===== config.mk =====
export PLATFORM = sky130hd
export DESIGN_NAME = ws2801_receiver
export DESIGN_NICKNAME = d
export VERILOG_FILES = /design/src/rtl/ws2801_pkg.sv /design/src/rtl/sync_edge_det.sv /design/src/rtl/ws2801_receiver.sv
export SDC_FILE = /design/constraint.sdc
export NUM_CORES = 2
export LEC_CHECK = 0
export ABC_AREA = 1
export CORE_MARGIN = 2
export CORE_UTILIZATION = 50
export CTS_BUF_LIST = sky130_fd_sc_hd__clkbuf_16
export CTS_CLUSTER_DIAMETER = 100
export CTS_CLUSTER_SIZE = 16
export DETAILED_ROUTE_END_ITERATION = 10
export PLACE_DENSITY = 0.71
export SYNTH_ARGS = -nofsm -noshare
export SYNTH_HDL_FRONTEND = slang
export SYNTH_SLANG_ARGS = --single-unit

===== constraint.sdc =====
create_clock -name clk -period 4.4 [get_ports clk]
set_input_delay 0.66 -clock clk [delete_from_list [all_inputs] [get_ports clk]]
set_output_delay 0.66 -clock clk [all_outputs]
set_load 0.02 [all_outputs]

===== src/rtl/ws2801_pkg.sv =====
// rtl/ws2801_pkg.sv - shared WS2801 pixel types, receiver states and latch timing helper
package ws2801_pkg;

    localparam int PIXEL_W = 24;

    typedef logic [PIXEL_W-1:0] pixel_t;

    typedef enum logic [1:0] {
        IDLE   = 2'd0,
        RECV   = 2'd1,
        COMMIT = 2'd2
    } rx_state_t;

    // Clock cycles covering the 500 us latch time, rounded up.
    function automatic int latch_cycles(input longint freq);
        return int'((freq * 64'd500 + 64'd999_999) / 64'd1_000_000);
    endfunction

endpackage


===== src/rtl/sync_edge_det.sv =====
// rtl/sync_edge_det.sv - two-flop synchronizer with rising-edge detector
module sync_edge_det (
    input  logic clk,
    input  logic rst,
    input  logic d,
    output logic sync,
    output logic rise
);

    logic meta;
    logic prev;

    always_ff @(posedge clk or negedge rst) begin
        if (!rst) begin
            meta <= 1'b0;
            sync <= 1'b0;
            prev <= 1'b0;
        end else begin
            meta <= d;
            sync <= meta;
            prev <= sync;
        end
    end

    assign rise = sync & ~prev;

endmodule


===== src/rtl/ws2801_receiver.sv =====
// rtl/ws2801_receiver.sv - WS2801 serial capture, reassembles latched frames into led_rgb
module ws2801_receiver
    import ws2801_pkg::*;
#(
    parameter int LEDS         = 50,
    parameter int LATCH_CYCLES = latch_cycles(781250),
    parameter int CNT_W        = $clog2(LATCH_CYCLES + 1)
) (
    input  logic                         clk,
    input  logic                         rst,
    input  logic                         sci,
    input  logic                         sdi,
    output logic [24*LEDS-1:0]           led_rgb,
    output logic                         frame_valid,
    output logic [$clog2(LEDS+1)-1:0]    pixels_rx,
    output logic                         overflow,
    output logic                         partial,
    output logic                         busy
);

    localparam int PIX_W = $clog2(LEDS + 1);
    localparam int IDX_W = $clog2(PIXEL_W * LEDS);

    logic sci_sync;
    logic sci_rise;
    logic sdi_meta;
    logic sdi_sync;

    rx_state_t           state;
    logic [CNT_W-1:0]    idle_cnt;
    logic [4:0]          bit_cnt;
    logic [PIX_W-1:0]    pix_cnt;
    logic                ovf_flag;
    logic                pending;
    logic                pend_bit;
    logic [24*LEDS-1:0]  shadow;

    logic                latch_hit;
    logic                start;
    logic                do_shift;
    logic                shift_bit;
    logic [4:0]          cur_bit;
    logic [PIX_W-1:0]    cur_pix;
    logic                cur_ovf;
    logic                pix_full;
    logic                wrap;
    logic [IDX_W-1:0]    wr_idx;

    sync_edge_det u_sci_sync (
        .clk  (clk),
        .rst  (rst),
        .d    (sci),
        .sync (sci_sync),
        .rise (sci_rise)
    );

    always_ff @(posedge clk or negedge rst) begin
        if (!rst) begin
            sdi_meta <= 1'b0;
            sdi_sync <= 1'b0;
        end else begin
            sdi_meta <= sdi;
            sdi_sync <= sdi_meta;
        end
    end

    // An edge that coincides with the latch, or lands in COMMIT, is parked in
    // pending/pend_bit and becomes the first bit of the next frame.
    always_comb begin
        latch_hit = (idle_cnt == CNT_W'(LATCH_CYCLES));
        start     = (state == IDLE) && (sci_rise || pending);
        do_shift  = start || ((state == RECV) && sci_rise && !latch_hit);
        shift_bit = ((state == IDLE) && !sci_rise) ? pend_bit : sdi_sync;
        cur_bit   = start ? 5'd0 : bit_cnt;
        cur_pix   = start ? '0 : pix_cnt;
        cur_ovf   = start ? 1'b0 : ovf_flag;
        pix_full  = (cur_pix == PIX_W'(LEDS));
        wrap      = (cur_bit == 5'd23);
        wr_idx    = IDX_W'(cur_pix) * IDX_W'(PIXEL_W) + IDX_W'(PIXEL_W - 1) - IDX_W'(cur_bit);
    end

    always_ff @(posedge clk or negedge rst) begin
        if (!rst) begin
            state       <= IDLE;
            idle_cnt    <= '0;
            bit_cnt     <= '0;
            pix_cnt     <= '0;
            ovf_flag    <= 1'b0;
            pending     <= 1'b0;
            pend_bit    <= 1'b0;
            shadow      <= '0;
            led_rgb     <= '0;
            frame_valid <= 1'b0;
            pixels_rx   <= '0;
            overflow    <= 1'b0;
            partial     <= 1'b0;
        end else begin
            frame_valid <= 1'b0;

            if (sci_sync) begin
                idle_cnt <= '0;
            end else if (!latch_hit) begin
                idle_cnt <= idle_cnt + 1'b1;
            end

            if (do_shift) begin
                if (!pix_full) begin
                    shadow[wr_idx] <= shift_bit;
                end
                bit_cnt  <= wrap ? 5'd0 : cur_bit + 5'd1;
                pix_cnt  <= (wrap && !pix_full) ? cur_pix + 1'b1 : cur_pix;
                ovf_flag <= cur_ovf | (wrap && pix_full);
            end

            case (state)
                IDLE: begin
                    if (start) begin
                        state   <= RECV;
                        pending <= 1'b0;
                    end
                end
                RECV: begin
                    if (latch_hit) begin
                        state    <= COMMIT;
                        pending  <= sci_rise;
                        pend_bit <= sdi_sync;
                    end
                end
                COMMIT: begin
                    led_rgb     <= shadow;
                    pixels_rx   <= pix_cnt;
                    overflow    <= ovf_flag;
                    partial     <= (bit_cnt != 5'd0);
                    frame_valid <= 1'b1;
                    state       <= IDLE;
                    if (sci_rise) begin
                        pending  <= 1'b1;
                        pend_bit <= sdi_sync;
                    end
                end
                default: state <= IDLE;
            endcase
        end
    end

    assign busy = (state == RECV);

endmodule


; ---- Word-level counts from Yosys, hierarchy flattened
; Index checks and enable logic that the tools add are counted.
[word_totals]
ff_bits = 2439
input_bits = 4
elab_cells = 81
[op_classes]
addsub = 5
multipliers = 1
magnitude_cmp = 2
n_eq_ne = 9
muxes = 22
bitwise = 4
reduce_logical = 20
[ops]
columns = operator, count
row1 = 1200-bit bitwise mux, 1
row2 = 9-bit 2-to-1 mux, 2
row3 = "11-bit by 12-bit < comparator with 1-bit output, second input constant", 1
row4 = 6-bit 2-to-1 mux, 2
row5 = "11-bit by 5-bit adder with 11-bit output, second input constant", 1
row6 = 1-bit demux with 11-bit select, 1
row7 = "11-bit by 1-bit greater-or-equal comparator with 1-bit output, second input constant", 1
row8 = 11-bit by 5-bit subtractor with 11-bit output, 1
row9 = 5-bit 2-to-1 mux, 2
row10 = "9-bit by 1-bit adder with 9-bit output, second input constant", 1
row11 = "9-bit == test, second input constant", 1
row12 = 1-bit 2-to-1 mux, 9
row13 = "6-bit by 2-bit multiplier with 8-bit output, second input constant", 1
row14 = 1-bit logical AND, 7
row15 = "6-bit by 1-bit adder with 6-bit output, second input constant", 1
row16 = "6-bit == test, second input constant", 1
row17 = "5-bit by 1-bit adder with 5-bit output, second input constant", 1
row18 = "5-bit == test, second input constant", 1
row19 = 5-bit nonzero test, 1
row20 = 2-bit 2-to-1 mux, 2
row21 = "2-bit by 1-bit inequality test with 1-bit output, second input constant", 2
row22 = "2-bit inequality test, second input constant", 2
row23 = 2-bit case mux with 2 select lines, 1
row24 = 2-bit AND reduction, 2
row25 = other kinds (14), 18

; ---- Depth between registers and ports, before layout
[logic_depth]
depth_word = 13
ltp_mapped = 31

; ---- Modules after synthesis
; Synthesis repeated with hierarchy kept, for this count alone.
[unflattened]
cells_unflattened = 13058
hier_area_um2 = 107660.8
[modules_own_cells]
columns = module, instances, cells_per_inst, area_per_inst_um2, seq_area_each_um2
row1 = ws2801_receiver, 1, 13053, 107575.7, 60958.5
row2 = sync_edge_det, 1, 5, 85.1, 75.1

; ---- Worst setup path after synthesis
; No wires, ideal clock.
[synth_timing]
path_kind = register to register
start = register state[0]
end = register shadow[610]
arrival_time_ps = 3927
slack_ps = 340
path_stages_with_launch = 28
n_path_buf = 4
period_less_slack_ps = 4060
path_cell_list = dfrtp_1 inv_1 ha_1 nand2_2 buf_6 nand2_1 inv_1 ha_1 ha_1 inv_1 nand2_2 xnor2_1 ha_1 nand2_1 nor2_1 a211oi_1 or2_2 nand2_1 inv_1 nor2_1 inv_1 nor2_1 clkbuf_1 clkbuf_1 clkbuf_1 nand3_1 nand2_1 o21ai_1
[synth_between]
elab_chain_len = 11
elab_cells_between_ends = 22
classes_between = 2 x add/sub / 1 x mul / 2 x order compare / 2 x eq/ne / 6 x mux / 1 x bitwise / 8 x reduce/logical
[synth_lines]
columns = element, line
row1 = start: declaration, ws2801_receiver.sv:29  ; rx_state_t state;
row2 = start signal: assignment, ws2801_receiver.sv:84  ; state <= IDLE;
row3 = start signal: assignment, ws2801_receiver.sv:118  ; state <= RECV;
row4 = start signal: assignment, ws2801_receiver.sv:124  ; state <= COMMIT;
row5 = 2-bit logical NOT, "ws2801_receiver.sv:71, ws2801_receiver.sv:73"
row6 = 1-bit logical AND, ws2801_receiver.sv:71  ; start = (state == IDLE) && (sci_rise || pending);
row7 = 6-bit 2-to-1 mux, ws2801_receiver.sv:75  ; cur_pix = start ? '0 : pix_cnt;
row8 = 6-bit by 2-bit multiplier with 8-bit output, ws2801_receiver.sv:79  ; wr_idx = IDX_W'(cur_pix) * IDX_W'(PIXEL_W) + IDX_W'(PIXEL_W - 1) - IDX_W'(cur_bit);
row9 = 11-bit by 5-bit adder with 11-bit output, ws2801_receiver.sv:79
row10 = 11-bit by 5-bit subtractor with 11-bit output, ws2801_receiver.sv:79
row11 = 11-bit by 12-bit < comparator with 1-bit output (not written as such) or 11-bit by 1-bit greater-or-equal comparator with 1-bit output (tied branches), ws2801_receiver.sv:108  ; shadow[wr_idx] <= shift_bit;
row12 = 1-bit logical AND (not written as such), ws2801_receiver.sv:108
row13 = 1-bit 2-to-1 mux (not written as such), ws2801_receiver.sv:108
row14 = 1-bit demux with 11-bit select, ws2801_receiver.sv:108
row15 = 1200-bit bitwise mux, ws2801_receiver.sv:108
row16 = end signal: indexed assignment, ws2801_receiver.sv:108
row17 = end: declaration, ws2801_receiver.sv:36  ; logic [24*LEDS-1:0] shadow;
; Parallel ways exist; a longest one is shown, timed or not.
; A chain may end at the register's enable or synchronous reset.

; ---- Worst setup path in the final report
[layout_timing]
start = register state[1]
end = register shadow[978]
; Same word-level chain as after synthesis.

==> flow_summary.ini <==
[yosys]
synth_fp_nets = 13100
ys_warn_count = 0
yosysMostFrequentCell = nand2_1
synth_common_cells = nand2_1, dfrtp_1, inv_1
postSynthAreaPerCell_um2 = 8.18
synth_cell_types = 35
synth.largest_area_cell = dfrtp_1
synth.area.top_cells = dfrtp_1, nand2_1, inv_1, nand3_1, o21ai_0
synth_area_um2 = 107000
synth-main-ff-cell = dfrtp_1
synth_top_area_share = 0.569
async_flop_share = 1.00
synth_cells = 13100
yosys_register_bits = 2439
synth-seq-area-share = 0.569
synth-edff-count = 0

[timing]
tns_ns = 0
drv_slew = 0
maxSlewHeadroom = 0.222
max_clock_freq_mhz = 234
skew_ns = 0.0535
timing.final.crit_share = 0.971
hold_viol_final = 0
grt_setup_unrepaired = yes
setup_viol = 0
post-route-min-period_ns = 4.27
holdWs_ns = 0.282
worst_pin_slew_ns = 1.17

[clock_tree]
path_clk_slew_ns = 0.08
cts_buffer_depth = 3
cts_tree = done
clock_latency_ns = 0.86
cts_sinks = 2439
h-tree-depth = 4
cts_root_buf = clkbuf_16
cts_made_buffers = 171

[routing]
num_vias = 91300
wire_per_inst_um = 21.9
routed_wl_um = 365000
dr.pass1.iters = 8
drc_errors = 0
drtIter0Drc = 11600
ant_nets = 0
viasPerCell = 5.47

[setup_path]
start_kind = register
rr_startpoint = state[1]
end_kind = register
required_ns = 5.15
worstReg2RegEnd = shadow[978]
r2r_slack_ns = 0.13
cp_data_arrival_time_ns = 5.03
cpMaxStageDelayCell = dfrtp_1
worst_path_most_repeated_cell = nand2_1
crit_type = reg -> reg
r2r_cells = 30
critPathMaxStageDelay_ns = 0.38
cp_max_fo = 21

[flow_run]
max_cap_viol_count = 0

[power_and_ir_drop]
p_leak_nw = 68.7
ir_drop_mv = 0.803
cellPowerDensity_nw_per_um2 = 528
power.total_mw = 68.1

[global_route]
grt_max_degree = 209
grt_pass1_wl_um = 529000
first_global_vias = 81500
grt_overflow = 0
grt_antenna_before_repair = 10
grt_use_total = 0.321

[placed_design]
place_area_um2 = 123000
gp_congestion = 0.862
dp_hpwl_um = 231000
portBuffers = 1213
place_inst = 16500

[finish]
drive_gt1_frac = 0.0485
finalInstanceArea_um2 = 129000
finalNonFillerCells = 16700
fin_nets = 13900
area_growth_pct = 20.3
n_fill_cell = 18300

[die]
num_rows = 170
initial_core_util = 0.501
coreArea_um2 = 214000
die_area_um2 = 218000
num_io_pins = 1214
die_w_um = 467
die_h_um = 467

[worst_hold_path]
worstHoldStart = sci
min_path_cells = 1
hp-class = in -> reg
hold_end = u_sci_sync.meta

[status]
status = finished, final reports clean
==> metal layers <==
metal / up-vias / global-route usage / routed length (µm)
met5: - / 0 / 32
met4: 4 / 0.173 / 22200
met3: 732 / 0.0507 / 32300
met2: 4592 / 0.470 / 160000
met1: 44000 / 0.460 / 151000
li1: 42000 / - / -
==> worst max-delay path, delay by kind of cell, from the launching register on <==
family | cells | cell delay, ns
compound gates | 1 | 0.05
xor+xnor | 1 | 0.15
fa+ha+maj | 3 | 0.72
buf+inv | 9 | 1.16
flops | 1 | 0.38
simple gates | 16 | 1.68
==> worst max path at each step <==
| stage | endpoint | from | slack (ns) | cells past startpoint |
|---|---|---|---|---|
| after floorplan | shadow[610] | state[0] | 0.34 | 27 |
| after global placement | shadow[353] | state[1] | 0.18 | 26 |
| after detailed placement | shadow[353] | state[1] | 0.10 | 26 |
| after CTS | shadow[366] | state[1] | 0.05 | 26 |
| after global routing | shadow[978] | state[1] | -0.17 | 30 |
| final | shadow[978] | state[1] | 0.13 | 30 |
==> registers in the layout (all words and copies together), names as in the netlist, 2 cells and up <==
signal / count
idle_cnt: 9
pixels_rx: 6
bit_cnt: 5
pix_cnt: 6
led_rgb: 1200
shadow: 1200
state: 2
==> cell families after synthesis <==
| family | after synthesis | synth area share |
|---|---|---|
| buffers and inverters | 3374 | 0.123 |
| xor gates and xnor gates | 13 | 0.00113 |
| adders and majority gates | 21 | 0.00252 |
| and+or+nand+nor | 5830 | 0.237 |
| AOI/OAI and AO/OA | 1439 | 0.0674 |
| DFF | 2439 | 0.569 |
==> area by class of cell <==
| type | count | area [µm²] | area share |
|---|---|---|---|
| Sequential cell | 2439 | 61000 | 0.473 |
| Multi-Input combinational cell | 7303 | 33400 | 0.259 |
| Timing Repair Buffer | 1595 | 17500 | 0.136 |
| Inverter | 2340 | 8800 | 0.0682 |
| Clock buffer | 178 | 4450 | 0.0345 |
| Tap cell | 2838 | 3550 | 0.0275 |
| Clock inverter | 12 | 196 | 0.00152 |
| Antenna cell | 5 | 12.5 | 0.0000970 |
==> what timing repair did <==
item                                    4_1_cts  5_1_grt
gates resized for setup                       0       74
hold buffers                                  1        0
endpoints found under the setup margin        0     1132
setup buffers                                 0       27
endpoints found under the hold margin        88        0
==> placed cells by master, fill, tap and decap left out, drive strengths merged, types with 10 or more instances in the layout <==
cell type / instances
clkbuf: 206
nand4: 730
clkdlybuf4s50: 1212
nor2: 91
dfrtp: 2439
a21oi: 10
inv: 2343
o21ai: 1420
buf: 354
ha: 20
nand3: 1223
nand2: 3773
==> where the power goes <==
| part | internal [mW] | switching (mW) |
|---|---|---|
| sequential | 24.1 | 1.08 |
| clock | 7.20 | 7.89 |
| combinational | 7.60 | 20.2 |
==> per-stage QoR <==
step	setup slack, ns	utilization
6_report	0.127	0.603
5_1_grt	-0.171	0.603
2_1_floorplan	0.340	-
3_3_place_gp	0.184	0.575
3_5_place_dp	0.100	0.575
4_1_cts	0.0519	0.596
No activity file was read; power rests on OpenSTA's default activity.
